**config.mk**
```make
export PLATFORM = sky130hd
export DESIGN_NAME = min_cost_arbiter
export DESIGN_NICKNAME = d
export VERILOG_FILES = /design/src/rtl/min_arb_pkg.sv /design/src/rtl/min_select_rr.sv /design/src/rtl/min_cost_arbiter.sv
export SDC_FILE = /design/constraint.sdc
export NUM_CORES = 1
export LEC_CHECK = 0
export CAP_MARGIN = 20
export CORE_MARGIN = 1.5
export CORE_UTILIZATION = 46
export CTS_CLUSTER_DIAMETER = 150
export DETAILED_ROUTE_END_ITERATION = 12
export DONT_BUFFER_PORTS = 1
export PLACE_DENSITY = 0.71
export SLEW_MARGIN = 20
export SYNTH_ARGS = -nofsm -noshare
export SYNTH_HDL_FRONTEND = slang
export SYNTH_SLANG_ARGS = --single-unit
```
**constraint.sdc**
```tcl
create_clock -name clk -period 6.4 [get_ports clk]
set_input_delay 1.6 -clock clk [delete_from_list [all_inputs] [get_ports clk]]
set_output_delay 1.6 -clock clk [all_outputs]
set_load 0.05 [all_outputs]
```
**src/rtl/min_arb_pkg.sv**
```systemverilog
// Shared types and constants for the minimum-cost round-robin arbiter.
// Lane i owns cost bits [CW*i +: CW] of the packed cost bus.
package min_arb_pkg;

   localparam int NREQ = 4;
   localparam int CW   = 3;
   localparam int IDW  = 2;

   typedef enum logic [1:0] {
      ST_IDLE  = 2'd0,
      ST_EVAL  = 2'd1,
      ST_GRANT = 2'd2
   } state_t;

   function automatic logic [CW-1:0] cost_of(input logic [NREQ*CW-1:0] costs,
                                             input logic [IDW-1:0]     lane);
      return costs[lane*CW +: CW];
   endfunction

endpackage

```
**src/rtl/min_select_rr.sv**
```systemverilog
// Combinational winner search: lowest cost among masked lanes, ties going
// to the first lane at or after 'start' in circular order.
module min_select_rr
   import min_arb_pkg::*;
(
   input  logic [NREQ*CW-1:0] cost_snap,
   input  logic [NREQ-1:0]    mask,
   input  logic [IDW-1:0]     start,
   output logic [IDW-1:0]     win_id,
   output logic               found
);

   logic [IDW-1:0] w_lane     [NREQ];
   logic [CW-1:0]  w_rot_cost [NREQ];
   logic           w_rot_mask [NREQ];
   logic [CW-1:0]  w_best_cost;
   logic [IDW-1:0] w_best_k;

   // Position gi of the rotated view holds lane (start + gi) mod NREQ.
   for (genvar gi = 0; gi < NREQ; gi++) begin : g_rot
      assign w_lane[gi]     = start + IDW'(gi);
      assign w_rot_cost[gi] = cost_of(cost_snap, w_lane[gi]);
      assign w_rot_mask[gi] = mask[w_lane[gi]];
   end

   // Strict less-than keeps the earliest rotated position on a tie.
   always_comb begin
      found       = 1'b0;
      w_best_cost = '0;
      w_best_k    = '0;
      for (int k = 0; k < NREQ; k++) begin
         if (w_rot_mask[k] && (!found || (w_rot_cost[k] < w_best_cost))) begin
            found       = 1'b1;
            w_best_cost = w_rot_cost[k];
            w_best_k    = IDW'(k);
         end
      end
   end

   assign win_id = start + w_best_k;

endmodule

```
**src/rtl/min_cost_arbiter.sv**
```systemverilog
// Four-lane arbiter for the display write path: snapshot requests, pick the
// cheapest lane, then hold the grant until release, requester drop or timeout.
module min_cost_arbiter
   import min_arb_pkg::*;
#(
   parameter int unsigned MAX_HOLD = 16
) (
   input  logic               clk,
   input  logic               rst,
   input  logic [NREQ-1:0]    req,
   input  logic [NREQ*CW-1:0] cost,
   input  logic               i_release,
   output logic [NREQ-1:0]    grant,
   output logic [IDW-1:0]     grant_id,
   output logic               grant_valid,
   output logic               timeout,
   output logic               busy
);

   state_t              r_state;
   state_t              w_state_next;
   logic [NREQ-1:0]     r_req_snap;
   logic [NREQ*CW-1:0]  r_cost_snap;
   logic [IDW-1:0]      r_rr_ptr;
   logic [15:0]         r_hold_cnt;
   logic [NREQ-1:0]     r_grant;
   logic [IDW-1:0]      r_grant_id;
   logic                r_grant_valid;
   logic                r_timeout;

   logic [IDW-1:0]      w_win_id;
   logic                w_found;
   logic [NREQ-1:0]     w_win_onehot;
   logic                w_req_gid;
   logic                w_hold_limit;
   logic                w_drop;

   min_select_rr u_select (
      .cost_snap (r_cost_snap),
      .mask      (r_req_snap),
      .start     (r_rr_ptr),
      .win_id    (w_win_id),
      .found     (w_found)
   );

   for (genvar gi = 0; gi < NREQ; gi++) begin : g_onehot
      assign w_win_onehot[gi] = (w_win_id == IDW'(gi));
   end

   // Only the live request of the granted lane is watched while holding.
   assign w_req_gid    = req[r_grant_id];
   assign w_hold_limit = (MAX_HOLD != 0) && (r_hold_cnt == 16'(MAX_HOLD - 1));
   assign w_drop       = i_release || !w_req_gid || w_hold_limit;

   always_comb begin
      w_state_next = r_state;
      case (r_state)
         ST_IDLE:  if (|req) w_state_next = ST_EVAL;
         ST_EVAL:  w_state_next = w_found ? ST_GRANT : ST_IDLE;
         ST_GRANT: if (w_drop) w_state_next = ST_IDLE;
         default:  w_state_next = ST_IDLE;
      endcase
   end

   always_ff @(posedge clk) begin
      if (rst) begin
         r_state       <= ST_IDLE;
         r_req_snap    <= '0;
         r_cost_snap   <= '0;
         r_rr_ptr      <= '0;
         r_hold_cnt    <= '0;
         r_grant       <= '0;
         r_grant_id    <= '0;
         r_grant_valid <= 1'b0;
         r_timeout     <= 1'b0;
      end else begin
         r_state   <= w_state_next;
         r_timeout <= 1'b0;
         case (r_state)
            ST_IDLE: begin
               if (|req) begin
                  r_req_snap  <= req;
                  r_cost_snap <= cost;
               end
            end
            ST_EVAL: begin
               r_grant       <= w_found ? w_win_onehot : '0;
               r_grant_id    <= w_win_id;
               r_grant_valid <= w_found;
               r_hold_cnt    <= '0;
            end
            ST_GRANT: begin
               if (w_drop) begin
                  r_grant       <= '0;
                  r_grant_valid <= 1'b0;
                  r_rr_ptr      <= r_grant_id + IDW'(1);
                  // A release on the limit cycle wins over the timeout.
                  r_timeout     <= !i_release && w_req_gid;
               end else if (r_hold_cnt != 16'hFFFF) begin
                  r_hold_cnt <= r_hold_cnt + 16'd1;
               end
            end
            default: ;
         endcase
      end
   end

   assign grant       = r_grant;
   assign grant_id    = r_grant_id;
   assign grant_valid = r_grant_valid;
   assign timeout     = r_timeout;
   assign busy        = (r_state != ST_IDLE);

endmodule

```
; ---- Yosys cells after proc, flatten, opt, wreduce, memory -nomap -nowiden
; Index checks and enable logic that the tools add are counted.
; W data, S select, Z words.
[word_totals]
ff_bits = 44
input_bits = 19
output_inout_bits = 9
word_cells = 101
[classes]
n_addsub = 6
mul = 4
magnitude_cmp = 8
eq_ne = 11
n_shift = 4
mux = 32
n_bitwise = 2
n_reduce_logical = 25
[op_table]
columns = cell, n
row1 = $shiftx A12 B5 Y3, 4
row2 = $mux W16, 2
row3 = $pmux W16 S2, 1
row4 = $add A16 B1 Y16 const B, 1
row5 = $eq A16 B4 Y1 const B, 1
row6 = $mul A2 B2 Y4 const B, 4
row7 = $ne A16 B16 Y1 const B, 1
row8 = $lt A2 B3 Y1 const B, 5
row9 = $mux W1, 11
row10 = $bmux W1 S2, 5
row11 = $mux W2, 5
row12 = $lt A3 B3 Y1, 3
row13 = $mux W3, 3
row14 = $mux W4, 2
row15 = $ne A2 B2 Y1 const B, 4
row16 = $pmux W4 S2, 1
row17 = $reduce_and A2 Y1, 4
row18 = $eq A2 B2 Y1 const B, 3
row19 = $pmux W2 S3, 1
row20 = $logic_not A1 Y1, 5
row21 = $logic_or A1 B1 Y1, 5
row22 = $add A2 B1 Y2 const B, 2
row23 = $add A2 B2 Y2 const B, 2
row24 = $eq A2 B1 Y1 const B, 2
row25 = 9 further kinds, 15

; ---- Logic depth before layout (Yosys ltp)
; Gate-level depths: netlist (run 1).
[depth]
word_depth = 19
mapped_depth = 29
ltp_nobuf = 26

; ---- Cells and area by module
; A second synthesis (run 1) with hierarchy kept.
[hier_totals]
hier_cells = 387
area_unflattened_um2 = 3126.7
[modules_own_cells]
columns = module, instances, cells_per_inst, area_per_inst_um2, seq_area_each_um2
row1 = min_cost_arbiter, 1, 260, 2064.5, 880.8
row2 = min_select_rr, 1, 127, 1062.3, 0.0

; ---- Least setup slack after synthesis (run 1)
; Ideal clock, no wire load.
[synth_path]
path_type = reg2reg
start = register r_rr_ptr[1]
end = register r_grant[0] (netlist: grant[0])
setup_time_ps = 87
arrival_ps = 5219
t_required_ps = 6313
path_slack_ps = 1094
stages_incl_launch_ff = 29
path_buffers = 3
synth_period_minus_slack_ps = 5306
cell_sequence = dfxtp_1 > buf_4 > buf_2 > buf_2 > mux2i_1 > mux2i_1 > and2_1 > inv_1 > ha_1 > and2_1 > nor2_1 > o221a_2 > mux2i_1 > inv_1 > ha_1 > o21a_1 > nor2_1 > o21ai_1 > nor2b_2 > mux2_2 > ha_1 > a21oi_1 > nand3b_1 > nor2_1 > a21oi_1 > o31ai_1 > ha_1 > or3_1 > o31ai_1
[synth_via]
elab_chain_cells = 19
elab_cells_between_ends = 45
cone_classes = 4 x add/sub / 4 x mul / 3 x order compare / 4 x shift / 20 x mux / 10 x reduce/logical
[synth_lines]
columns = element, line
row1 = "start, declared", min_cost_arbiter.sv:24  ; logic [IDW-1:0] r_rr_ptr;
row2 = "start signal, assigned", min_cost_arbiter.sv:96  ; r_rr_ptr <= r_grant_id + IDW'(1);
row3 = $add A2 B1 Y2 (tied with other cells), min_select_rr.sv:21  ; assign w_lane[gi] = start + IDW'(gi);
row4 = $mul A2 B2 Y4 (tied with other cells), min_arb_pkg.sv:17  ; return costs[lane*CW +: CW];
row5 = $shiftx A12 B5 Y3 (tied with other cells), min_arb_pkg.sv:17
row6 = $lt A3 B3 Y1 / $logic_not A1 Y1 (equally long branches), min_select_rr.sv:32  ; if (w_rot_mask[k] && (!found || (w_rot_cost[k] < w_best_cost))) begin
row7 = $logic_or A1 B1 Y1, min_select_rr.sv:32
row8 = $logic_and A1 B1 Y1, min_select_rr.sv:32
row9 = $mux W3 / $mux W1 (equally long branches), min_select_rr.sv:32
row10 = $lt A3 B3 Y1 / $logic_not A1 Y1 (equally long branches), min_select_rr.sv:32
row11 = (+4 left out), -
row12 = $logic_or A1 B1 Y1, min_select_rr.sv:32
row13 = $logic_and A1 B1 Y1, min_select_rr.sv:32
row14 = $mux W2 *, min_select_rr.sv:32
row15 = $add A2 B2 Y2 *, min_select_rr.sv:40  ; assign win_id = start + w_best_k;
row16 = via u_select.win_id[0], min_select_rr.sv:9  ; output logic [IDW-1:0] win_id,
row17 = $logic_not A2 Y1 *, min_cost_arbiter.sv:47  ; assign w_win_onehot[gi] = (w_win_id == IDW'(gi));
row18 = $mux W4 *, min_cost_arbiter.sv:87  ; r_grant <= w_found ? w_win_onehot : '0;
row19 = $pmux W4 S2 *, min_cost_arbiter.sv:79  ; case (r_state)
row20 = "end signal, assigned", min_cost_arbiter.sv:87
row21 = "end, declared", min_cost_arbiter.sv:26  ; logic [NREQ-1:0] r_grant;
; Mark *: on every way through the listed nets, which the timed path passes. The rest lies on a longest branch. The select of a mux whose other input is x is not followed.
; A chain may end at the register's enable or synchronous reset.

; ---- Final worst setup path (run 1)
[layout_path]
start = register r_rr_ptr[0]
end = register r_grant[2] (netlist: grant[2])
[layout_via]
elab_chain_cells = 19
elab_cells_between_ends = 45
cone_classes = 4 x add/sub / 4 x mul / 3 x order compare / 1 x eq/ne / 4 x shift / 20 x mux / 9 x reduce/logical
[layout_lines]
columns = element, line
row1 = $add A2 B1 Y2 (tied with other cells), min_select_rr.sv:21
row2 = $mul A2 B2 Y4 (tied with other cells), min_arb_pkg.sv:17
row3 = $shiftx A12 B5 Y3 (tied with other cells), min_arb_pkg.sv:17
row4 = $lt A3 B3 Y1 / $logic_not A1 Y1 (equally long branches), min_select_rr.sv:32
row5 = $logic_or A1 B1 Y1, min_select_rr.sv:32
row6 = $logic_and A1 B1 Y1, min_select_rr.sv:32
row7 = $mux W3 / $mux W1 (equally long branches), min_select_rr.sv:32
row8 = $lt A3 B3 Y1 / $logic_not A1 Y1 (equally long branches), min_select_rr.sv:32
row9 = (+4 left out), -
row10 = $logic_or A1 B1 Y1, min_select_rr.sv:32
row11 = $logic_and A1 B1 Y1, min_select_rr.sv:32
row12 = $mux W2, min_select_rr.sv:32
row13 = $add A2 B2 Y2 *, min_select_rr.sv:40
row14 = via u_select.win_id[0], min_select_rr.sv:9
row15 = $eq A2 B2 Y1 *, min_cost_arbiter.sv:47
row16 = $mux W4 *, min_cost_arbiter.sv:87
row17 = $pmux W4 S2 *, min_cost_arbiter.sv:79
; Marked as above.

==> results of run 1 <==
## metal layers
metal | part of all wire, % | routed length, µm
met3 | 6.3 | 363
met5 | 0 | 0
met1 | 49 | 2800
met2 | 43 | 2470
met4 | 1.6 | 93
## Yosys cell counts (all sizes together), types with 8 or more instances
library cell / count
buf: 9
clkbuf: 10
a21oi: 33
and3: 9
ha: 8
nor4: 8
inv: 11
nand3: 8
nand2: 46
nor2: 29
xnor2: 9
mux4: 14
o31ai: 10
mux2i: 10
dfxtp: 44
## stage by stage
stage | util, % | power (mW) | std cells | hold WS [ps] | setup WS, ps
2_1_floorplan | - | 0.498 | 325 | 445 | 1090
3_3_place_gp | 47.5 | 0.523 | 383 | 451 | 901
3_5_place_dp | 47.5 | 0.527 | 383 | 463 | 757
4_1_cts | 49.6 | 0.752 | 391 | 474 | 700
5_1_grt | 49.6 | 0.790 | 391 | 490 | 281
6_report | 49.6 | 0.746 | 391 | 470 | 717
## cells in the final DEF (no fill, tap or decap), types with 2 or more instances in the layout
master    count
a211oi_1      2
a21boi_1      2
a21oi_1      33
a22oi_1       2
a31oi_1       2
and2_1        5
and3_1        9
and4_1        2
buf_4         2
clkbuf_8      6
dfxtp_1      44
ha_1          8
inv_1        11
mux2_2        2
mux2i_1      10
mux4_2       14
nand2_1      46
nand2b_1      4
nand3_1       7
nand3b_1      3
nor2_1       29
nor2b_1       2
nor3_1        2
nor3b_1       2
nor4_1        8
nor4b_1       2
o211ai_1      3
o21a_1        5
o21ai_0       4
o311a_1       2
o31ai_1      10
or3_1         2
or4_1         5
xnor2_1       9
## logic make-up (layout without fill, tap and decap cells)
family | Yosys count | in the layout
compound gates | 72 | 72
simple gates | 135 | 135
xor+xnor | 10 | 10
buf+inv | 30 | 21
flops | 44 | 44
fa+ha+maj | 8 | 8
mux | 26 | 26
## power groups by stage
stage	sequential (mW)	combinational, mW	clock (mW)
after floorplan	0.328	0.170	0
after global placement	0.340	0.183	0
after detailed placement	0.342	0.186	0
after CTS	0.335	0.186	0.230
after global routing	0.339	0.210	0.242
final	0.335	0.186	0.225
## tightest hold or removal path: stages, from the launching register on
cell	delay (ps)
dfxtp_1	320
nand2_1	50
a21oi_1	50
## flip-flops by register name, summed over array words and instances (netlist names)
name         cells
grant            4
grant_id         2
grant_valid      1
r_cost_snap     12
r_hold_cnt      16
r_req_snap       4
r_rr_ptr         2
r_state          2
timeout          1
## worst max path at each step
stage          slack, ps  cells past startpoint       end
2_1_floorplan       1090                     28  grant[0]
3_5_place_dp         760                     24  grant[0]
3_3_place_gp         900                     24  grant[2]
5_1_grt              280                     24  grant[2]
4_1_cts              700                     24  grant[0]
6_report             720                     24  grant[2]
## final cells by class
cell class	instances	share of cell area [%]
Multi-Input combinational cell	251	60.5
Sequential cell	44	30.2
Tap cell	75	3.21
Clock buffer	6	2.83
Inverter	11	1.41
Clock inverter	2	1.33
Timing Repair Buffer	2	0.514
==> impl_metrics.py, run 1 <==
metrics = {
    "place": {
        "hpwlAfterDp_um": 4310,
        "gp_congestion": 0.879,
        "portBuffers": 0,
        "placed_cell_area_mm2": 0.00280,
    },
    "finish": {
        "multiInputGateArea_mm2": 0.00177,
        "fill_cells": 569,
        "nets": 342,
        "postLayoutCellArea_mm2": 0.00292,
        "syn2layout_area_growth_pct": 4.67,
        "drive_above_1_share_pct": 10.4,
        "regArea_um2": 881,
        "n_antenna_cell": 0,
    },
    "clock_network": {
        "cts_root_buf": "clkbuf_8",
        "post_cts_resized": 0,
        "postCtsSetupRepairBufs": 0,
        "clock-sinks": 44,
        "cts_tree": "yes",
        "clk_pin_slew_ps": 90,
        "insertion_delay_ps": 300,
        "cts_hold_buf": 0,
        "numCtsBuffers": 5,
        "cts-htree-levels": 2,
        "clock_path_buffers": 2,
    },
    "die": {
        "core_area_mm2": 0.00589,
        "die_h_um": 80.9,
        "io_pins": 28,
        "die-area_mm2": 0.00654,
        "die_width_um": 80.9,
        "initial_utilization_pct": 47.4,
        "rows": 28,
    },
    "routing": {
        "wl_um": 5730,
        "antenna_left": 0,
        "initialDrtViolationCount": 139,
        "routedWlPerCell_um": 14.6,
        "vias": 2287,
        "drc_errors": 0,
        "dr.pass1.iters": 4,
        "vias_per_cell": 5.85,
    },
    "setup_path": {
        "cp_cell_sequence": "mux4_2 -> and2_1 -> inv_1 -> ha_1 -> and2_1 -> nor2_1 -> o221a_2 -> mux2i_1 -> inv_1 -> ha_1 -> o21a_1 -> nor2_1 -> o21ai_1 -> nor2b_2 -> mux2_2 -> ha_1 -> a21oi_1 -> nand3b_1 -> nor2_1 -> a21oi_1 -> o31ai_1 -> ha_1 -> or3_1 -> o31ai_1",
        "start_kind": "flip-flop",
        "cp_max_fo": 12,
        "slowest_stage": "mux4_2",
        "path_common_cell": "ha_1",
        "critPathArrivalTime_ps": 5910,
        "r2r-end": "grant[2]",
        "reg2reg_depth": 24,
        "cpPeakStageDelay_ps": 630,
        "crit_start": "r_rr_ptr[0]",
        "required_ps": 6630,
        "path_class": "flip-flop to flip-flop",
        "path_buf_inv": 2,
        "critical-path-top-delay-family": "simple AND/OR/NAND/NOR gates",
        "reg2reg_from": "r_rr_ptr[0]",
        "endpoint_kind": "flip-flop",
        "r2r_slack_ps": 720,
    },
    "synthesis": {
        "muxShareOfSynthArea_pct": 15.7,
        "netlist.area_leader.share_pct": 31.6,
        "synth-simple-area-share_pct": 24.5,
        "synth_seq_cells": 44,
        "syn_area_per_cell_um2": 8.58,
        "syn_inst": 325,
        "yosys.area.top_type": "dfxtp_1",
        "ys_async_sr_fraction_pct": 0,
        "synth_edf_count": 0,
        "synth-xor-area-share_pct": 3.14,
        "ys_warn_count": 0,
        "syn-num-nets": 352,
        "yosysUniqueCellTypes": 52,
        "seq_area_frac_synth_pct": 31.6,
        "synthFlopType": "dfxtp_1",
        "ys_top_cells_by_area": "dfxtp_1, mux4_2, nand2_1",
        "syn_area_mm2": 0.00279,
        "synthAdderAreaFrac_pct": 3.59,
        "synth_top_family_by_area": "simple AND/OR/NAND/NOR gates",
        "synth_compound_area_share_pct": 16.4,
    },
    "global_routing": {
        "antenna_found_initial": 0,
        "grtUsageMet3_pct": 5.06,
        "track_usage_pct": 18.6,
        "grt_pass1_vias": 2022,
        "grt_pass1_wl_um": 9540,
        "grt_max_degree": 28,
        "grt_use_met2_pct": 25.8,
        "gr-usage-met1_pct": 27.2,
        "busiest_layer": "met1",
        "grt-ovfl-total": 0,
    },
    "timing": {
        "tns_ps": 0,
        "rsz0062_at_grt": "false",
        "timing.slew.headroom_pct": 53.2,
        "tightest_slew_ps": 700,
        "period_share_pct": 88.8,
        "finalHoldViolCount": 0,
        "fmax_ghz": 0.176,
        "report.final.slew_viol_count": 0,
        "report.final.setup_viol": 0,
        "clock_skew_ps": 14.2,
        "min_period_ps": 5680,
    },
    "min_path": {
        "whs_path_depth": 2,
        "holdPathEnd": "r_cost_snap[8]",
        "min_path_type": "flip-flop to flip-flop",
        "worstHoldStart": "r_cost_snap[8]",
    },
    "power_and_ir_drop": {
        "cellPowerDensity_mw_per_mm2": 256,
        "clock_power_share_pct": 30.2,
        "seqPwrFrac_pct": 44.9,
        "power.share.switching_pct": 32.6,
        "switchingPower_uw": 243,
        "leakagePower_nw": 1.04,
        "power_frac_comb_pct": 25.0,
        "ir_drop_mv": 0.122,
        "intPower_uw": 503,
    },
    "run_status": {
        "status": "finished, final reports clean",
    },
    "job": {
        "max_cap_violations": 0,
    },
}
No activity file was read; power rests on OpenSTA's default activity.
==> inputs of run 2 (changes only) <==
--- a/config.mk
+++ b/config.mk
@@ -5,13 +5,14 @@
 export SDC_FILE = /design/constraint.sdc
 export NUM_CORES = 1
 export LEC_CHECK = 0
+export ABC_AREA = 1
 export CAP_MARGIN = 20
 export CORE_MARGIN = 1.5
-export CORE_UTILIZATION = 46
+export CORE_UTILIZATION = 63
 export CTS_CLUSTER_DIAMETER = 150
 export DETAILED_ROUTE_END_ITERATION = 12
 export DONT_BUFFER_PORTS = 1
-export PLACE_DENSITY = 0.71
+export PLACE_DENSITY = 0.89
 export SLEW_MARGIN = 20
 export SYNTH_ARGS = -nofsm -noshare
 export SYNTH_HDL_FRONTEND = slang
==> run 2 against run 1 <==
Final cell count up 12%. Largest power group is now combinational logic. Area after synthesis shrank 6.6%. Setup slack gained 690 ps. Maximum frequency rose by 14%. Critical endpoint is now grant[1]. Non-clock buffer count decreased by 2. Sequential power up 7.2%. Register-to-register slack better by 690 ps. Die area is 31% lower. Flip-flop and latch count is the same.
==> impl_metrics.py, run 2 <==
metrics = {
    "setup_path": {
        "path_common_cell": "nand2_1",
        "cpPeakStageDelay_ps": 920,
        "cp_max_fo": 30,
        "required_ps": 6600,
        "reg2reg_depth": 33,
        "slowest_stage": "dfxtp_1",
        "critPathArrivalTime_ps": 5200,
        "reg2reg_from": "r_rr_ptr[0]",
        "start_kind": "flip-flop",
        "endpoint_kind": "flip-flop",
        "r2r_slack_ps": 1410,
        "r2r-end": "grant[1]",
        "path_class": "flip-flop to flip-flop",
    },
    "clock_network": {
        "cts_tree": "yes",
        "postCtsSetupRepairBufs": 0,
        "cts_root_buf": "clkbuf_8",
        "clk_pin_slew_ps": 90,
        "clock_path_buffers": 2,
        "post_cts_resized": 0,
        "clock-sinks": 44,
        "numCtsBuffers": 5,
        "insertion_delay_ps": 300,
        "cts-htree-levels": 2,
        "cts_hold_buf": 0,
    },
    "finish": {
        "fill_cells": 355,
        "final_cell_mix": "nand2_1, o21ai_0, inv_1",
        "postLayoutCoreUtil_pct": 67.8,
        "regArea_um2": 881,
        "multiInputGateArea_mm2": 0.00146,
        "drive_above_1_share_pct": 9.07,
        "nets": 412,
        "syn2layout_area_growth_pct": 4.08,
        "reg_top3": "r_hold_cnt: 16 flops, r_cost_snap: 12 flops",
        "stdcell_count": 436,
        "largest_register_ff_count": 16,
        "layout_commonest_cell": "nand2_1",
        "n_antenna_cell": 0,
        "regMostFlops": "r_hold_cnt",
    },
    "place": {
        "hpwlAfterDp_um": 4130,
        "dp.cells": 428,
        "portBuffers": 0,
        "gp_congestion": 0.838,
    },
    "timing": {
        "min_period_ps": 4990,
        "finalHoldViolCount": 0,
        "fmax_ghz": 0.200,
        "timing.slew.headroom_pct": 40.1,
        "report.final.slew_viol_count": 0,
        "clock_skew_ps": 4.35,
        "rsz0062_at_grt": "false",
        "tns_ps": 0,
        "tightest_slew_ps": 898,
        "hold_ws_ps": 477,
        "report.final.setup_viol": 0,
        "period_share_pct": 78.0,
    },
    "synthesis": {
        "ys_async_sr_fraction_pct": 0,
        "synth-simple-area-share_pct": 31.2,
        "synth_edf_count": 0,
        "syn-num-nets": 415,
        "synth_most_common_cell": "nand2_1",
        "synth_common_cells": "nand2_1, o21ai_0, inv_1, dfxtp_1, a21oi_1",
        "seq_area_frac_synth_pct": 33.8,
        "muxShareOfSynthArea_pct": 0.384,
        "ys_top_cells_by_area": "dfxtp_1, nand2_1, o21ai_0",
        "synthAdderAreaFrac_pct": 3.84,
        "syn_area_mm2": 0.00261,
        "synthFlopType": "dfxtp_1",
        "ys_warn_count": 0,
        "yosys.area.top_type": "dfxtp_1",
        "synth_top_family_by_area": "simple AND/OR/NAND/NOR gates",
        "netlist.area_leader.share_pct": 33.8,
        "syn_inst": 388,
        "yosysUniqueCellTypes": 33,
        "syn_area_per_cell_um2": 6.72,
        "synth-xor-area-share_pct": 0.672,
        "synth_seq_cells": 44,
        "synth_compound_area_share_pct": 19.9,
    },
    "routing": {
        "wl_met3_um": 174,
        "wl_met1_um": 2380,
        "top_layer": "met4",
        "drc_errors": 0,
        "vias": 2431,
        "initialDrtViolationCount": 148,
        "wl_met2_um": 2730,
        "wl_um": 5390,
        "vias_per_cell": 5.58,
        "routedWlPerCell_um": 12.4,
        "dr.pass1.iters": 4,
        "antenna_left": 0,
    },
    "run_status": {
        "status": "finished, final reports clean",
    },
    "global_routing": {
        "grt-ovfl-total": 0,
        "grt_max_degree": 31,
        "antenna_found_initial": 0,
        "grt_pass1_vias": 2167,
        "grt_pass1_wl_um": 9160,
        "track_usage_pct": 26.2,
    },
    "die": {
        "io_pins": 28,
        "die_h_um": 67.3,
        "rows": 23,
        "die_width_um": 67.3,
        "core_area_mm2": 0.00400,
        "initial_utilization_pct": 65.2,
        "die-area_mm2": 0.00453,
    },
    "power_and_ir_drop": {
        "leakagePower_nw": 1.18,
        "cellPowerDensity_mw_per_mm2": 349,
        "ir_drop_mv": 0.194,
    },
    "min_path": {
        "whs_path_depth": 2,
        "worstHoldStart": "r_cost_snap[5]",
        "min_path_type": "flip-flop to flip-flop",
        "holdPathEnd": "r_cost_snap[5]",
    },
    "job": {
        "max_cap_violations": 0,
    },
}
[run 2: kinds of logic (layout without fill, tap and decap cells)]
family                   Yosys count  count (layout)
XOR/XNOR                           2               2
flip-flops                        44              44
adder cells (fa/ha/maj)            8               8
AO/OA/AOI/OAI                     99              99
buffers and inverters             61              59
AND/OR/NAND/NOR                  173             173
multiplexers                       1               1
[run 2: worst max path at each step]
stage | from | end | slack (ps)
2_1_floorplan | r_rr_ptr[0] | grant[0] | 2160
3_3_place_gp | r_rr_ptr[0] | grant[0] | 1620
3_5_place_dp | r_rr_ptr[0] | grant[1] | 1410
4_1_cts | r_rr_ptr[0] | grant[1] | 1390
5_1_grt | r_rr_ptr[0] | grant[2] | 720
6_report | r_rr_ptr[0] | grant[1] | 1410
[run 2: critical path, delay by kind of cell (launching register included)]
kind,cells,cell delay [ps]
compound gates,6,800
xor+xnor,1,230
buf+inv,3,320
fa+ha+maj,4,1040
simple gates,19,1590
flops,1,920
[run 2: report_power, final]
group | leakage, nW | total, mW | internal, mW | switching (mW)
logic | 0.760 | 0.371 | 0.127 | 0.244
clock network | 0.0548 | 0.217 | 0.118 | 0.0994
registers | 0.360 | 0.359 | 0.303 | 0.0559
total | 1.18 | 0.947 | 0.548 | 0.399
[run 2: area by class of cell]
type | count | area share [%]
multi-input combinational | 283 | 53.7
sequential | 44 | 32.5
inverter | 51 | 7.24
clock buffer | 5 | 2.54
tap | 50 | 2.31
clock inverter | 3 | 1.71
[run 2: through the flow]
step                power (mW)  worst slack (ps)  instance area (µm²)
floorplan                0.677              2160                 2610
global placement         0.720              1620                 2600
detailed placement       0.735              1410                 2600
CTS                      0.950              1390                 2710
global route              1.02               722                 2710
finish                   0.947              1410                 2710
[run 2: routing by layer]
| metal | global-route usage (%) | up-vias |
|---|---|---|
| met4 | 11.5 | 0 |
| met2 | 45.0 | 34 |
| met1 | 31.6 | 1106 |
| met3 | 5.17 | 10 |
| li1 | - | 1281 |
| met5 | 0 | - |
==> inputs of run 3 (changes only) <==
==> constraint.sdc (replaced) <==
create_clock -name clk -period 4.8 [get_ports clk]
set_input_delay 1.2 -clock clk [delete_from_list [all_inputs] [get_ports clk]]
set_output_delay 1.2 -clock clk [all_outputs]
set_load 0.05 [all_outputs]
==> run 3 against run 2 <==
Clock power up 41%. Sequential share of layout area down 0.13 points. Setup slack worse by 850 ps. Maximum frequency up 18%. Flip-flop and latch count unchanged. Highest routed layer unchanged.
==> impl_metrics.py, run 3 (synthesis gave the netlist of run 2 again) <==
metrics = {
    "timing": {
        "finalHoldViolCount": 0,
        "min_period_ps": 4250,
        "report.final.slew_viol_count": 0,
        "rsz0062_at_grt": "false",
        "period_share_pct": 88.5,
        "tightest_slew_ps": 786,
        "timing.slew.headroom_pct": 47.5,
        "tns_ps": 0,
        "clock_skew_ps": 7.65,
        "report.final.setup_viol": 0,
        "fmax_ghz": 0.235,
    },
    "clock_network": {
        "clock_path_buffers": 2,
        "cts-htree-levels": 2,
        "clock-sinks": 44,
        "cts_tree": "yes",
        "cts_root_buf": "clkbuf_8",
        "cts_hold_buf": 0,
        "numCtsBuffers": 5,
        "clk_pin_slew_ps": 80,
        "insertion_delay_ps": 300,
    },
    "die": {
        "die-area_mm2": 0.00453,
        "die_width_um": 67.3,
        "core_area_mm2": 0.00400,
        "die_h_um": 67.3,
        "rows": 23,
        "io_pins": 28,
        "initial_utilization_pct": 65.2,
    },
    "finish": {
        "n_antenna_cell": 0,
        "reg_top3": "r_hold_cnt: 16 flops, r_cost_snap: 12 flops",
        "layout_commonest_cell": "nand2_1",
        "drive_above_1_share_pct": 10.1,
        "largest_register_ff_count": 16,
        "nets": 414,
        "postLayoutCoreUtil_pct": 68.7,
        "syn2layout_area_growth_pct": 5.38,
        "regArea_um2": 888,
        "final_cell_mix": "nand2_1, inv_1, o21ai_0",
        "fill_cells": 319,
        "regMostFlops": "r_hold_cnt",
        "stdcell_count": 438,
        "multiInputGateArea_mm2": 0.00146,
    },
    "setup_path": {
        "critical-path-top-delay-family": "simple AND/OR/NAND/NOR gates",
        "path_class": "flip-flop to flip-flop",
        "reg2reg_depth": 35,
        "endpoint_kind": "flip-flop",
        "slowest_stage": "dfxtp_4",
        "start_kind": "flip-flop",
        "path_buf_inv": 4,
        "critPathArrivalTime_ps": 4450,
        "required_ps": 5000,
        "path_common_cell": "nand2_1",
        "cp_max_fo": 19,
        "cpPeakStageDelay_ps": 400,
        "crit_cells": 35,
    },
    "min_path": {
        "whs_path_depth": 2,
        "min_path_type": "flip-flop to flip-flop",
    },
    "global_routing": {
        "antenna_found_initial": 0,
        "grt_max_degree": 30,
        "grt_pass1_wl_um": 8970,
        "grt-ovfl-total": 0,
        "track_usage_pct": 25.8,
        "grt_pass1_vias": 2072,
    },
    "routing": {
        "drc_errors": 0,
        "antenna_left": 0,
        "routedWlPerCell_um": 12.2,
        "initialDrtViolationCount": 114,
        "wl_um": 5330,
        "vias": 2351,
        "dr.pass1.iters": 4,
        "vias_per_cell": 5.37,
    },
    "place": {
        "hpwlAfterDp_um": 4090,
        "portBuffers": 0,
        "dp.cells": 430,
        "gp_congestion": 0.841,
    },
    "power_and_ir_drop": {
        "ir_drop_mv": 0.291,
        "cellPowerDensity_mw_per_mm2": 469,
        "leakagePower_nw": 1.20,
    },
    "run_status": {
        "status": "finished, final reports clean",
    },
    "job": {
        "max_cap_violations": 0,
    },
}
## run 3: changes by cell type in the layout (fill, tap and decap cells not counted)
| cell | delta |
|---|---|
| o21ai_0 | -2 |
| clkbuf_8 | +2 |
| dfxtp_4 | +2 |
| o21ai_1 | +2 |
| inv_6 | -1 |
| buf_4 | +2 |
| dfxtp_1 | -2 |
| clkinvlp_4 | -1 |
## run 3: repair_timing
action | CTS | global route
setup buffers | 0 | 0
endpoints found under the setup margin | 0 | 6
hold endpoints to repair | 0 | 0
resized for setup | 0 | 6
## run 3: worst min-delay path, cell delays in order, from the launching register on
cell     delay (ps)
dfxtp_1         300
inv_1            70
a21oi_1          60
## run 3: area by class of cell
type / count / area share [%]
Clock buffer: 7 / 3.51
Sequential cell: 44 / 32.3
Clock inverter: 1 / 1.09
Multi-Input combinational cell: 283 / 53.1
Timing Repair Buffer: 2 / 0.547
Tap cell: 50 / 2.28
Inverter: 51 / 7.15
## run 3: path summary, 6_finish.rpt
| check | end | start | slack, ps |
|---|---|---|---|
| min | r_cost_snap[3] | r_cost_snap[3] | 480 |
| min reg2reg | r_cost_snap[3] | r_cost_snap[3] | 480 |
| max reg2reg | grant[1] | r_rr_ptr[0] | 550 |
| max | grant[1] | r_rr_ptr[0] | 550 |
## run 3: metal layers
layer	GRT usage (%)	vias up	routed length [µm]
met4	7.40	0	50
met1	31.3	1045	2420
li1	-	1273	-
met3	6.00	5	163
met5	0	-	0
met2	45.4	28	2700
## run 3: metrics by stage
stage                     hold slack [ps]  setup slack, ps  total power [mW]  cell area [µm²]
after CTS                             481              234              1.29             2740
final                                 479              551              1.29             2750
after global routing                  502             51.2              1.39             2750
after detailed placement              466              237             0.981             2610
after global placement                457              420             0.966             2610
after floorplan                       438              559             0.903             2610
## run 3: where the power goes
group          leakage [nW]  internal, mW  switching, mW
Sequential            0.361         0.405         0.0724
Clock                0.0645         0.184          0.123
Combinational         0.771         0.173          0.330
Total                  1.20         0.761          0.526
